==> src/rtl/alu_pkg.sv <==
// Shared opcode constants, instruction field positions and queue entry types
// for the ALU issue queue.
package alu_pkg;

  localparam logic [6:0] OPC_OP     = 7'b0110011;
  localparam logic [6:0] OPC_OP32   = 7'b0111011;
  localparam logic [6:0] OPC_IMM    = 7'b0010011;
  localparam logic [6:0] OPC_IMM32  = 7'b0011011;
  localparam logic [6:0] OPC_LUI    = 7'b0110111;
  localparam logic [6:0] OPC_AUIPC  = 7'b0010111;

  localparam int OPC_LSB = 0;
  localparam int RD_LSB  = 7;
  localparam int RS1_LSB = 15;
  localparam int RS2_LSB = 20;

  // Entries always hold a full 64-bit PC; narrower XLEN builds use the low bits.
  localparam int PC_W = 64;

  typedef struct packed {
    logic [31:0]     inst;
    logic [PC_W-1:0] pc;
  } entry_t;

  typedef struct packed {
    logic use_rs1;
    logic use_rs2;
    logic use_rd;
    logic illegal;
  } dec_t;

  function automatic dec_t decode(input logic [31:0] inst);
    dec_t d;
    d = '0;
    case (inst[OPC_LSB +: 7])
      OPC_OP, OPC_OP32: begin
        d.use_rs1 = 1'b1;
        d.use_rs2 = 1'b1;
        d.use_rd  = 1'b1;
      end
      OPC_IMM, OPC_IMM32: begin
        d.use_rs1 = 1'b1;
        d.use_rd  = 1'b1;
      end
      OPC_LUI, OPC_AUIPC: begin
        d.use_rd  = 1'b1;
      end
      default: begin
        d.illegal = 1'b1;
      end
    endcase
    return d;
  endfunction

endpackage

==> src/rtl/alu_scoreboard.sv <==
// Per-register busy bits: set on issue, cleared on writeback; x0 never busy.
module alu_scoreboard
  import alu_pkg::*;
#(
  parameter int NREG = 32
) (
  input  logic            clk,
  input  logic            reset_n,
  input  logic            set_en,
  input  logic [4:0]      set_idx,
  input  logic            clr_en,
  input  logic [4:0]      clr_idx,
  output logic [NREG-1:0] busy
);

  logic [NREG-1:0] busy_q, busy_d;

  // Set wins over clear on the same index: a new producer outlives the old one.
  always_comb begin
    busy_d = busy_q;
    for (int i = 1; i < NREG; i++) begin
      if (clr_en && (clr_idx == 5'(i))) busy_d[i] = 1'b0;
      if (set_en && (set_idx == 5'(i))) busy_d[i] = 1'b1;
    end
    busy_d[0] = 1'b0;
  end

  always_ff @(posedge clk or negedge reset_n) begin
    if (!reset_n) busy_q <= '0;
    else          busy_q <= busy_d;
  end

  assign busy = busy_q;

endmodule

==> src/rtl/alu_issue_queue.sv <==
// In-order ALU issue queue: circular FIFO whose head issues only when its
// source and destination registers are free in the scoreboard.
module alu_issue_queue
  import alu_pkg::*;
#(
  parameter int DEPTH = 4,
  parameter int XLEN  = 64,
  parameter int NREG  = 32
) (
  input  logic                   clk,
  input  logic                   reset_n,
  input  logic                   enq_valid,
  output logic                   enq_ready,
  input  logic [31:0]            enq_inst,
  input  logic [XLEN-1:0]        enq_pc,
  output logic                   iss_valid,
  input  logic                   iss_ready,
  output logic [31:0]            iss_inst,
  output logic [XLEN-1:0]        iss_pc,
  output logic                   iss_illegal,
  input  logic                   wb_valid,
  input  logic [4:0]             wb_rd_idx,
  input  logic                   flush,
  output logic [$clog2(DEPTH):0] count
);

  localparam int PW = $clog2(DEPTH);
  localparam int CW = PW + 1;
  localparam logic [CW-1:0] DEPTH_C = CW'(DEPTH);

  logic [PW-1:0]   head_q, head_d, tail_q, tail_d;
  logic [CW-1:0]   count_q, count_d;
  logic            rdy_q;
  entry_t          mem_q [DEPTH];

  entry_t          head_ent;
  dec_t            head_dec;
  logic [4:0]      rd, rs1, rs2;
  logic [NREG-1:0] busy;
  logic            empty, hazard, enq_fire, iss_fire, set_en;

  assign empty    = (count_q == '0);
  assign head_ent = mem_q[head_q];
  assign head_dec = decode(head_ent.inst);
  assign rd       = head_ent.inst[RD_LSB  +: 5];
  assign rs1      = head_ent.inst[RS1_LSB +: 5];
  assign rs2      = head_ent.inst[RS2_LSB +: 5];

  // Hazards use registered busy bits only; a writeback frees issue next cycle.
  assign hazard = (head_dec.use_rs1 && busy[rs1])
               || (head_dec.use_rs2 && busy[rs2])
               || (head_dec.use_rd && (rd != 5'd0) && busy[rd]);

  assign iss_valid   = !empty && !flush && !hazard;
  assign enq_ready   = rdy_q && (count_q < DEPTH_C) && !flush;
  assign iss_inst    = empty ? '0 : head_ent.inst;
  assign iss_pc      = empty ? '0 : head_ent.pc[XLEN-1:0];
  assign iss_illegal = !empty && head_dec.illegal;
  assign count       = count_q;

  assign enq_fire = enq_valid && enq_ready;
  assign iss_fire = iss_valid && iss_ready;
  assign set_en   = iss_fire && head_dec.use_rd && (rd != 5'd0);

  alu_scoreboard #(.NREG(NREG)) u_scoreboard (
    .clk     (clk),
    .reset_n (reset_n),
    .set_en  (set_en),
    .set_idx (rd),
    .clr_en  (wb_valid),
    .clr_idx (wb_rd_idx),
    .busy    (busy)
  );

  always_comb begin
    head_d  = head_q;
    tail_d  = tail_q;
    count_d = count_q;
    if (flush) begin
      head_d  = '0;
      tail_d  = '0;
      count_d = '0;
    end else begin
      if (enq_fire) tail_d = tail_q + 1'b1;
      if (iss_fire) head_d = head_q + 1'b1;
      case ({enq_fire, iss_fire})
        2'b10:   count_d = count_q + 1'b1;
        2'b01:   count_d = count_q - 1'b1;
        default: count_d = count_q;
      endcase
    end
  end

  // rdy_q holds enq_ready low for the first cycle after reset release.
  always_ff @(posedge clk or negedge reset_n) begin
    if (!reset_n) begin
      head_q  <= '0;
      tail_q  <= '0;
      count_q <= '0;
      rdy_q   <= 1'b0;
    end else begin
      head_q  <= head_d;
      tail_q  <= tail_d;
      count_q <= count_d;
      rdy_q   <= 1'b1;
    end
  end

  always_ff @(posedge clk) begin
    if (enq_fire) mem_q[tail_q] <= '{inst: enq_inst, pc: PC_W'(enq_pc)};
  end

endmodule

==> config.mk <==
export PLATFORM = sky130hd
export DESIGN_NAME = alu_issue_queue
export DESIGN_NICKNAME = d
export VERILOG_FILES = /design/src/rtl/alu_pkg.sv /design/src/rtl/alu_scoreboard.sv /design/src/rtl/alu_issue_queue.sv
export SDC_FILE = /design/constraint.sdc
export NUM_CORES = 1
export LEC_CHECK = 0
export CAP_MARGIN = 20
export CORE_MARGIN = 5
export CORE_UTILIZATION = 30
export DETAILED_ROUTE_END_ITERATION = 10
export SETUP_SLACK_MARGIN = 0.2
export SLEW_MARGIN = 0
export SYNTH_ARGS = -nofsm -noshare
export SYNTH_HDL_FRONTEND = slang
export SYNTH_HIERARCHICAL = 1
export SYNTH_SLANG_ARGS = --single-unit
export TNS_END_PERCENT = 50
==> constraint.sdc <==
create_clock -name clk -period 7.2 [get_ports clk]
set_clock_uncertainty 0.1 [all_clocks]
set_input_delay 1.8 -clock clk [delete_from_list [all_inputs] [get_ports clk]]
set_output_delay 1.8 -clock clk [all_outputs]
set_load 0.01 [all_outputs]
Word-level counts from Yosys, hierarchy flattened

Memory sizes are Yosys's and may differ from the RTL's.
Cells that the tools add are included.

Register bits: 39
Memory bits (writable): 384
Bits of input ports: 107
Output and inout bits: 102
Memories kept: 1

Memories:

| memory | words | width | rd ports | clocked after memory_dff | write ports | line                  | text |
|---|---|---|---|---|---|---|---|
| mem_q  | 4     | 96    | 1        | 0                        | 1           | alu_issue_queue.sv:34 | `entry_t mem_q [DEPTH];` |

Add/subtract/negate cells: 4
Order comparisons: 4
Equal/unequal tests: 70
Mux-type cells: 82
Reductions and logical operators: 119

Operator list:

| kind                                                                  | count |
|---|---|
| 5-bit equality test, second input constant                            | 32 |
| 5-bit by 4-bit equality test with 1-bit output, second input constant | 16 |
| 1-bit logical AND                                                     | 75 |
| 1-bit 2-to-1 mux                                                      | 71 |
| 2-bit nonzero test                                                    | 33 |
| 64-bit 2-to-1 mux                                                     | 1 |
| 5-bit by 3-bit equality test with 1-bit output, second input constant | 8 |
| 32-bit 2-to-1 mux                                                     | 1 |
| 7-bit by 5-bit equality test with 1-bit output, second input constant | 3 |
| 7-bit by 6-bit equality test with 1-bit output, second input constant | 3 |
| 5-bit by 2-bit equality test with 1-bit output, second input constant | 4 |
| 5-bit by 6-bit < comparator with 1-bit output, second input constant  | 3 |
| 1-bit binary-select mux with 5-bit select                             | 3 |
| 5-bit by 1-bit equality test with 1-bit output, second input constant | 2 |
| 2-bit 2-to-1 mux                                                      | 4 |
| 3-bit case mux with 2 select lines                                    | 1 |
| 6-bit OR reduction                                                    | 1 |
| 5-bit nonzero test                                                    | 1 |
| 2-bit by 1-bit adder with 2-bit output, second input constant         | 2 |
| 4-bit OR reduction                                                    | 1 |
| 3-bit by 1-bit adder with 3-bit output, second input constant         | 1 |
| 1-bit zero test                                                       | 3 |
| 3-bit zero test                                                       | 1 |
| 3-bit < comparator, second input constant                             | 1 |
| other kinds (7)                                                       | 8 |

Depth between registers and ports, before layout

Gate-level depths: netlist of the first run.
An unclocked memory read counts as a cell.

Word-level depth: 14
Depth in mapped cells: 17

Modules after synthesis

The synthesis of the first run kept the hierarchy.

By module, submodules not included:

| module          | times used | cells each | area each (um2) | sequential area each (um2) |
|---|---|---|---|---|
| alu_issue_queue | 1          | 789        | 15997.8         | 11731.3 |
| alu_scoreboard  | 1          | 126        | 1313.8          | 775.7 |

Worst setup path after synthesis of the first run

No wires, ideal clock.

Path type: input to register
From: input enq_valid
To: memory mem_q[0][0] (netlist name), enable pin
Arrival time: 4.578 ns
Required time: 6.634 ns
Slack: 2.055 ns
Cell stages on the path: 3
Buffers on the path: 1
Cell sequence: and3b_1 -> clkbuf_1 -> and3_1

Cells in the longest elaborated chain, start to end: 3

RTL lines:

| item                                   | line                   | text |
|---|---|---|
| start, declared                        | alu_issue_queue.sv:12  | `input logic enq_valid,` |
| 1-bit logical AND                      | alu_issue_queue.sv:61  | `assign enq_fire = enq_valid && enq_ready;` |
| 1-bit 2-to-1 mux                       | alu_issue_queue.sv:110 | `if (enq_fire) mem_q[tail_q] <= '{inst: enq_inst, pc: PC_W'(enq_pc)};` |
| 1-bit 2-to-1 mux (not written as such) | alu_issue_queue.sv:110 |  |
| end, declared                          | alu_issue_queue.sv:34  |  |

No other way between the ends.

Worst setup path in the final report of the first run

From: register head_q[0]
To: output iss_valid

Cells in the longest elaborated chain, start to end: 9

RTL lines:

| item                                                                                              | line                   | text |
|---|---|---|
| start, declared                                                                                   | alu_issue_queue.sv:31  | `logic [PW-1:0] head_q, head_d, tail_q, tail_d;` |
| start signal, assigned                                                                            | alu_issue_queue.sv:97  | `head_q <= '0;` |
| start signal, assigned                                                                            | alu_issue_queue.sv:102 | `head_q <= head_d;` |
| memory 4 x 96 bit (*)                                                                             | --                     |  |
| parallel branches: the longest is 5 deep, another holds 1-bit binary-select mux with 5-bit select | --                     |  |
| 1-bit logical OR (*)                                                                              | alu_issue_queue.sv:52  | `\|\| (head_dec.use_rd && (rd != 5'd0) && busy[rd]);` |
| 1-bit zero test (*)                                                                               | alu_issue_queue.sv:54  | `assign iss_valid = !empty && !flush && !hazard;` |
| 1-bit logical AND (*)                                                                             | alu_issue_queue.sv:54  |  |
| end, declared                                                                                     | alu_issue_queue.sv:16  | `output logic iss_valid,` |

Mark *: on every way between the ends. The select of a mux whose other input is x is not followed.

==> out/qor.csv, run 1 <==
stage,metric,value,unit
job,Max-Cap Viols,0,
synth,post-synthesis mux area share,16.1,%
synth,"EDFF count, synth",384,
sta,fmax,0.157,GHz
detailed_routing,Vias/cell,4.85,
synth,ys async rst share,9.22,%
synth,largest family of logic cells by synthesized area,multiplexers,
place,RePlAce Congestion,0.914,
synth,Post-Synth Adder-Cell Area,0.405,%
clocking,CTS buffer count,48,
synth,ys flop type,edfxtp_1,
worst_setup_path,number of buffers and inverters on the critical path,2,
final_layout,share of layout cells above drive strength 1,17.3,%
clocking,Resized cells post-CTS,0,
worst_setup_path,CP Capture Type,output pin,
synth,Unique masters post-synth,51,
synth,"area leader, netlist",edfxtp_1,
final_layout,"commonest non-fill, non-tap cell in the layout",edfxtp_1,
final_layout,fin util,38.0,%
final_layout,Area Growth Syn to Fin,26.2,%
floorplan,initial core utilization,30.1,%
synth,register area share after synthesis,72.2,%
detailed_routing,DRT Wirelength,42200,um
synth,Syn Nets,1027,
clocking,Post-CTS Setup Bufs,0,
worst_setup_path,required time of the critical path,5.30,ns
clocking,Clock Latency Late Sink,0.58,ns
sta,Max transition margin,41.6,%
grt,GRT Total Usage,13.2,%
clocking,CTS Sinks,423,
grt,antenna violations before repair,5,
clocking,Root Driver,clkbuf_16,
sta,Least-Margin Pin Slew,0.875,ns
floorplan,Die H,250,um
sta,setup tns final,0,ns
grt,vias in the first global route,10200,
worst_setup_path,"Largest stage delay, worst path",0.70,ns
synth,Yosys top cell area share,66.6,%
detailed_routing,vias after detailed routing,9452,
floorplan,Core Footprint,57500,sq um
clocking,clock buffer depth,3,
grt,GRT overflow,0,
detailed_routing,WL/cell,21.6,um
worst_setup_path,"Top cell by count, worst path",a21oi_1,
worst_setup_path,R2R Setup Slk,2.72,ns
sta,Final Hold Viols,0,
worst_setup_path,type of origin of the critical path,register,
grt,first-pass GRT wire length,63800,um
synth,ranking of synthesized cells by area,"edfxtp_1 67%, mux4_2 13%, dfrtp_1 5.6%, nor2b_1 3.5%, mux2i_1 2.5%",
power_and_ir_drop,LEAKAGE,6.94,nW
floorplan,Ports,209,
floorplan,Rows,88,
place,port bufs,208,
final_layout,most frequent cells in the layout,"384 x edfxtp_1, 208 x clkdlybuf4s50_1, 103 x mux4_2, 98 x nor2b_1, 58 x o21ai_0",
floorplan,Die ar.,62600,sq um
worst_setup_path,cell family with most CP delay,buffers and inverters,
final_layout,number of fill cells,5257,
place,post-DP HPWL,26500,um
worst_setup_path,CP max FO,22,
synth,Mapped Cells,915,
status,outcome,"finished, final reports clean",
floorplan,Die Wd,250,um
clocking,Post-CTS Hold Fix Bufs,0,
worst_setup_path,worst path cell trace,buf_4 -> mux4_2 -> nor2b_1 -> a22oi_1 -> a21oi_1 -> or4_1 -> o211ai_1 -> a21oi_1 -> clkdlybuf4s50_1,
worst_setup_path,CP max stage cell,mux4_2,
synth,Synth Area in XOR/XNOR,0.0506,%
sta,RSZ-0062 raised after global routing,no,
detailed_routing,DRC,0,
sta,Final period util,88.3,%
hold_path,Hold Crit Class,register to register,
clocking,clock-pin slew on the worst setup and hold paths,0.06,ns
sta,Setup Viol. Count Final,0,
worst_setup_path,Arrival @ worst endpoint,4.46,ns
sta,Final min period,6.36,ns
final_layout,multi-input logic area,4610,sq um
worst_setup_path,Crit Path Category,register to output pin,
grt,pin count of the biggest net entering global routing,54,
sta,Pins Over Slew Limit,0,
synth,Synth Area in Simple Gates,6.52,%
detailed_routing,Post-DRT Antenna Nets,0,
synth,number of synthesis warnings,6,
power_and_ir_drop,total power,6.14,mW
power_and_ir_drop,maximum VDD drop,0.211,mV
synth,Synth Area in Compound Gates,3.31,%
synth,Synth Area per Inst,18.9,sq um
clocking,CTS tree,built,
final_layout,FF+latch area,12500,sq um
synth,Mapped Area,17300,sq um
final_layout,post-layout net count,1255,
detailed_routing,drt pass-1 iters,6,
detailed_routing,Initial DRC Count,604,
clocking,H-tree depth,2,
synth,Yosys reg bits,423,
power_and_ir_drop,Power per Cell Area,281,nW/um^2
==> worst min-delay path: stages (launching register included) <==
cell,delay (ns)
dfrtp_1,0.41
o21ai_1,0.09
o21ai_1,0.06
==> sequential cells by signal (all words and copies together) (netlist names) <==
name               flops
mem_q                384
u_scoreboard/busy     31
count                  3
head_q                 2
tail_q                 2
rdy_q                  1
==> layout make-up <==
| cell class | count | share of cell area [%] |
|---|---|---|
| Antenna cell | 3 | 0.0344 |
| Sequential cell | 423 | 57.3 |
| Tap cell | 765 | 4.38 |
| Timing Repair Buffer | 224 | 10.1 |
| Clock inverter | 29 | 1.15 |
| Clock buffer | 60 | 5.89 |
| Inverter | 4 | 0.0687 |
| Multi-Input combinational cell | 442 | 21.1 |
==> cell usage after synthesis (3+ instances only) <==
cell type	number
edfxtp_1	384
mux4_2	103
nor2b_1	98
o21ai_0	58
mux2i_1	44
dfrtp_1	39
clkbuf_1	19
nor2_1	16
nand2_1	15
buf_2	13
buf_1	11
o21ai_1	10
nand2b_1	9
a21oi_1	6
a22oi_1	6
nand4_1	6
nand4b_1	6
nand3_1	5
nand3b_1	5
and3_1	4
ha_1	4
o211ai_1	4
or4_1	4
inv_1	3
mux2_2	3
nand4bb_1	3
or3_1	3
==> final timing paths <==
path | start | cells after the start | to
max reg2reg | head_q[0] | 12 | u_scoreboard/busy[10]
min | u_scoreboard/busy[1] | 2 | u_scoreboard/busy[1]
max | head_q[0] | 9 | iss_valid
min reg2reg | u_scoreboard/busy[1] | 2 | u_scoreboard/busy[1]
max in group asynchronous | reset_n | 2 | head_q[1]
min in group asynchronous | reset_n | 2 | u_scoreboard/busy[2]
==> kinds of logic (layout without fill, tap and decap cells) <==
family,Yosys count,in the layout
AO/OA/AOI/OAI,99,99
XOR/XNOR,1,1
adder cells (fa/ha/maj),5,5
buffers and inverters,50,317
flip-flops,423,423
multiplexers,150,150
other,2,5
AND/OR/NAND/NOR,185,185
==> per-layer routing <==
layer  part of all wire (%)  global-route usage (%)  wire (um)
met1                     41                    17.1      17500
met2                     48                    21.3      20100
met3                    8.6                    4.66       3640
met4                    2.1                    3.54        877
met5                  0.097                       0         41
==> where the power goes <==
group	internal [mW]	switching [mW]	total, mW	leakage (nW)
Clock	1.35	1.00	2.36	0.736
Sequential	2.73	0.0284	2.76	4.00
Combinational	0.499	0.520	1.02	2.20
==> through the flow <==
step	hold slack (ns)	worst slack, ns	instances	area, sq um
detailed placement	0.474	1.41	1858	20300
global route	0.504	0.517	1947	21800
CTS	0.490	0.778	1947	21800
global placement	0.475	1.43	1858	20300
floorplan	0.397	2.06	915	17300
finish	0.495	0.840	1950	21800
(Power assumes the default switching activity.)
==> run 2, diff against run 1 <==
Settings changed: SLEW_MARGIN 0 to not set.
==> results of run 2 <==
The final DEF is identical to that of run 1; final timing and power are the same.
==> run 3, diff against run 2 <==
Settings changed: CORE_UTILIZATION 30 to 40, CTS_CLUSTER_DIAMETER set to 40.
==> run 3 against run 2 <==
Against the previous run: critical path depth decreased by 1; sequential share of layout area decreased by 1.6 points; combinational power about the same; via count decreased by 1.1%; die area decreased by 24%; wire length decreased by 3.7%; clock power increased by 40%; power increased by 16%; count of clock-buffer cells in the layout increased by 22; critical path type unchanged; highest routed layer unchanged.
==> out/qor.csv, run 3 (synthesis gave the netlist of run 1 again) <==
stage,metric,value,unit,change
detailed_routing,M1 wire length,16800,um,-3.8%
place,RePlAce Congestion,0.857,,-6.2%
floorplan,Die H,218,um,-13%
sta,fmax,0.159,GHz,+1.2%
clocking,Resized cells post-CTS,0,,unchanged
final_layout,Post-Layout Cell Count,1803,,-7.5%
detailed_routing,DRT Wirelength,40600,um,-3.7%
floorplan,Die Wd,218,um,-13%
floorplan,Rows,76,,-14%
clocking,Clock Latency Late Sink,0.57,ns,about the same
detailed_routing,drt pass-1 iters,5,,-1
sta,Final min period,6.29,ns,-0.0743 ns
hold_path,Hold Crit Class,register to register,,
detailed_routing,met3 WL,3150,um,-13%
grt,first-pass GRT wire length,62000,um,-2.9%
clocking,clock buffer depth,3,,unchanged
sta,setup tns final,0,ns,unchanged
worst_setup_path,CP max FO,26,,+18%
clocking,Root Driver,clkbuf_16,,
grt,antenna violations before repair,5,,unchanged
clocking,CTS tree,built,,
clocking,Post-CTS Hold Fix Bufs,0,,unchanged
detailed_routing,vias after detailed routing,9346,,-1.1%
worst_setup_path,CP Capture Type,output pin,,
final_layout,share of layout cells above drive strength 1,20.3,%,+2.9 points
final_layout,diode count,0,,-3
floorplan,Core Footprint,43000,sq um,-25%
grt,pin count of the biggest net entering global routing,59,,+9.3%
place,post-DP HPWL,25400,um,-4.1%
worst_setup_path,type of origin of the critical path,register,,
worst_setup_path,CP Launch Point,head_q[0],,
sta,Final period util,87.3,%,-1.0 points
place,Placed Cells,1678,,-9.7%
place,post-placement cell area,20100,sq um,-1.1%
detailed_routing,DR WL met2,19700,um,-2.3%
detailed_routing,Post-DRT Antenna Nets,0,,unchanged
sta,Setup Viol. Count Final,0,,unchanged
worst_setup_path,required time of the critical path,5.30,ns,about the same
grt,GRT overflow,0,,unchanged
detailed_routing,Highest Signal Layer,met5,,
grt,GRT Total Usage,17.2,%,+4.0 points
grt,vias in the first global route,10100,,-0.74%
detailed_routing,Vias/cell,5.18,,+6.9%
clocking,H-tree depth,3,,+1
clocking,Post-CTS Setup Bufs,0,,unchanged
clocking,CTS buffer count,69,,+44%
detailed_routing,DRC,0,,unchanged
power_and_ir_drop,LEAKAGE,7.35,nW,+6.0%
clocking,CTS Sinks,423,,unchanged
power_and_ir_drop,total power,7.10,mW,+16%
floorplan,Ports,209,,unchanged
worst_setup_path,Arrival @ worst endpoint,4.39,ns,-0.07 ns
job,Max-Cap Viols,0,,unchanged
place,port bufs,208,,unchanged
final_layout,most frequent cells in the layout,"384 x edfxtp_1, 207 x clkdlybuf4s50_1, 103 x mux4_2, 98 x nor2b_1, 71 x clkbuf_16",,
sta,Least-Margin Pin Slew,0.969,ns,+0.0932 ns
sta,Hold Worst Slack,0.491,ns,-0.00470 ns
sta,Pins Over Slew Limit,0,,unchanged
power_and_ir_drop,maximum VDD drop,0.219,mV,+3.8%
sta,RSZ-0062 raised after global routing,no,,
final_layout,most flop-heavy register,mem_q,,
final_layout,max reg flops,384,,unchanged
sta,Max transition margin,35.4,%,-6.2 points
worst_setup_path,reg-to-reg startpoint,head_q[0],,
final_layout,"commonest non-fill, non-tap cell in the layout",edfxtp_1,,
status,outcome,"finished, final reports clean",,
power_and_ir_drop,Power per Cell Area,316,nW/um^2,+12%
detailed_routing,Initial DRC Count,636,,+5.3%
clocking,clock-pin slew on the worst setup and hold paths,0.05,ns,about the same
floorplan,initial core utilization,40.3,%,+10 points
sta,Final Hold Viols,0,,unchanged
worst_setup_path,Crit Path Category,register to output pin,,
floorplan,Die ar.,47500,sq um,-24%
detailed_routing,WL/cell,22.5,um,+4.1%
hold_path,hold path start,tail_q[1],,
final_layout,"Design Area, Final",22500,sq um,+2.8%
final_layout,Area Growth Syn to Fin,29.7,%,
final_layout,post-layout net count,1276,,+1.7%
## run 3: cell count changes in the layout (fill, tap and decap cells not counted), moves of 2 or more
| cell | previous run | this run |
|---|---|---|
| clkinv_1 | 9 | 3 |
| bufinv_16 | 2 | 8 |
| clkinv_4 | 1 | 8 |
| clkinv_2 | 6 | 8 |
| inv_16 | 0 | 2 |
| buf_4 | 16 | 14 |
| diode_2 | 3 | 0 |
| clkbuf_16 | 49 | 71 |
## run 3: stage by stage
stage / utilization (%) / setup WS, ns
finish: 52.3 / 0.914
global route: 52.3 / 0.622
CTS: 52.3 / 0.807
detailed placement: 46.7 / 1.38
global placement: 46.7 / 1.37
floorplan: - / 2.06
## run 3: routing by layer
metal	up-vias	track usage [%]
met3	74	6.26
met5	-	0
met4	10	5.05
met2	313	27.2
li1	4215	-
met1	4734	22.6
## run 3: worst max-delay path: stages, from the launching register on
cell	delay (ns)
dfrtp_4	0.75
buf_4	0.53
mux4_2	0.72
inv_1	0.13
o211ai_1	0.08
or4_1	0.58
o211ai_1	0.41
a21oi_1	0.07
clkdlybuf4s50_1	0.52
## run 3: report_power, final
| part | switching (mW) | internal [mW] |
|---|---|---|
| sequential | 0.0318 | 2.73 |
| clock | 1.17 | 2.14 |
| combinational | 0.510 | 0.510 |
| total | 1.71 | 5.38 |
## run 3: area by class of cell
| cell class | instances | area, sq um |
|---|---|---|
| inverters | 4 | 15.0 |
| clock buffers | 82 | 1830 |
| flip-flops and latches | 423 | 12500 |
| well taps | 585 | 732 |
| multi-input cells | 442 | 4610 |
| repair buffers | 224 | 2210 |
| fillers | 3505 | 20500 |
| clock inverters | 43 | 548 |
## run 3: final timing paths
path | end | slack (ns) | cells past startpoint
min in group asynchronous | u_scoreboard/busy[24] | 1.28 | 1
hold reg to reg | tail_q[1] | 0.49 | 2
hold / removal | tail_q[1] | 0.49 | 2
setup / recovery | iss_valid | 0.91 | 8
setup reg to reg | u_scoreboard/busy[7] | 2.77 | 11
max in group asynchronous | head_q[1] | 5.02 | 1
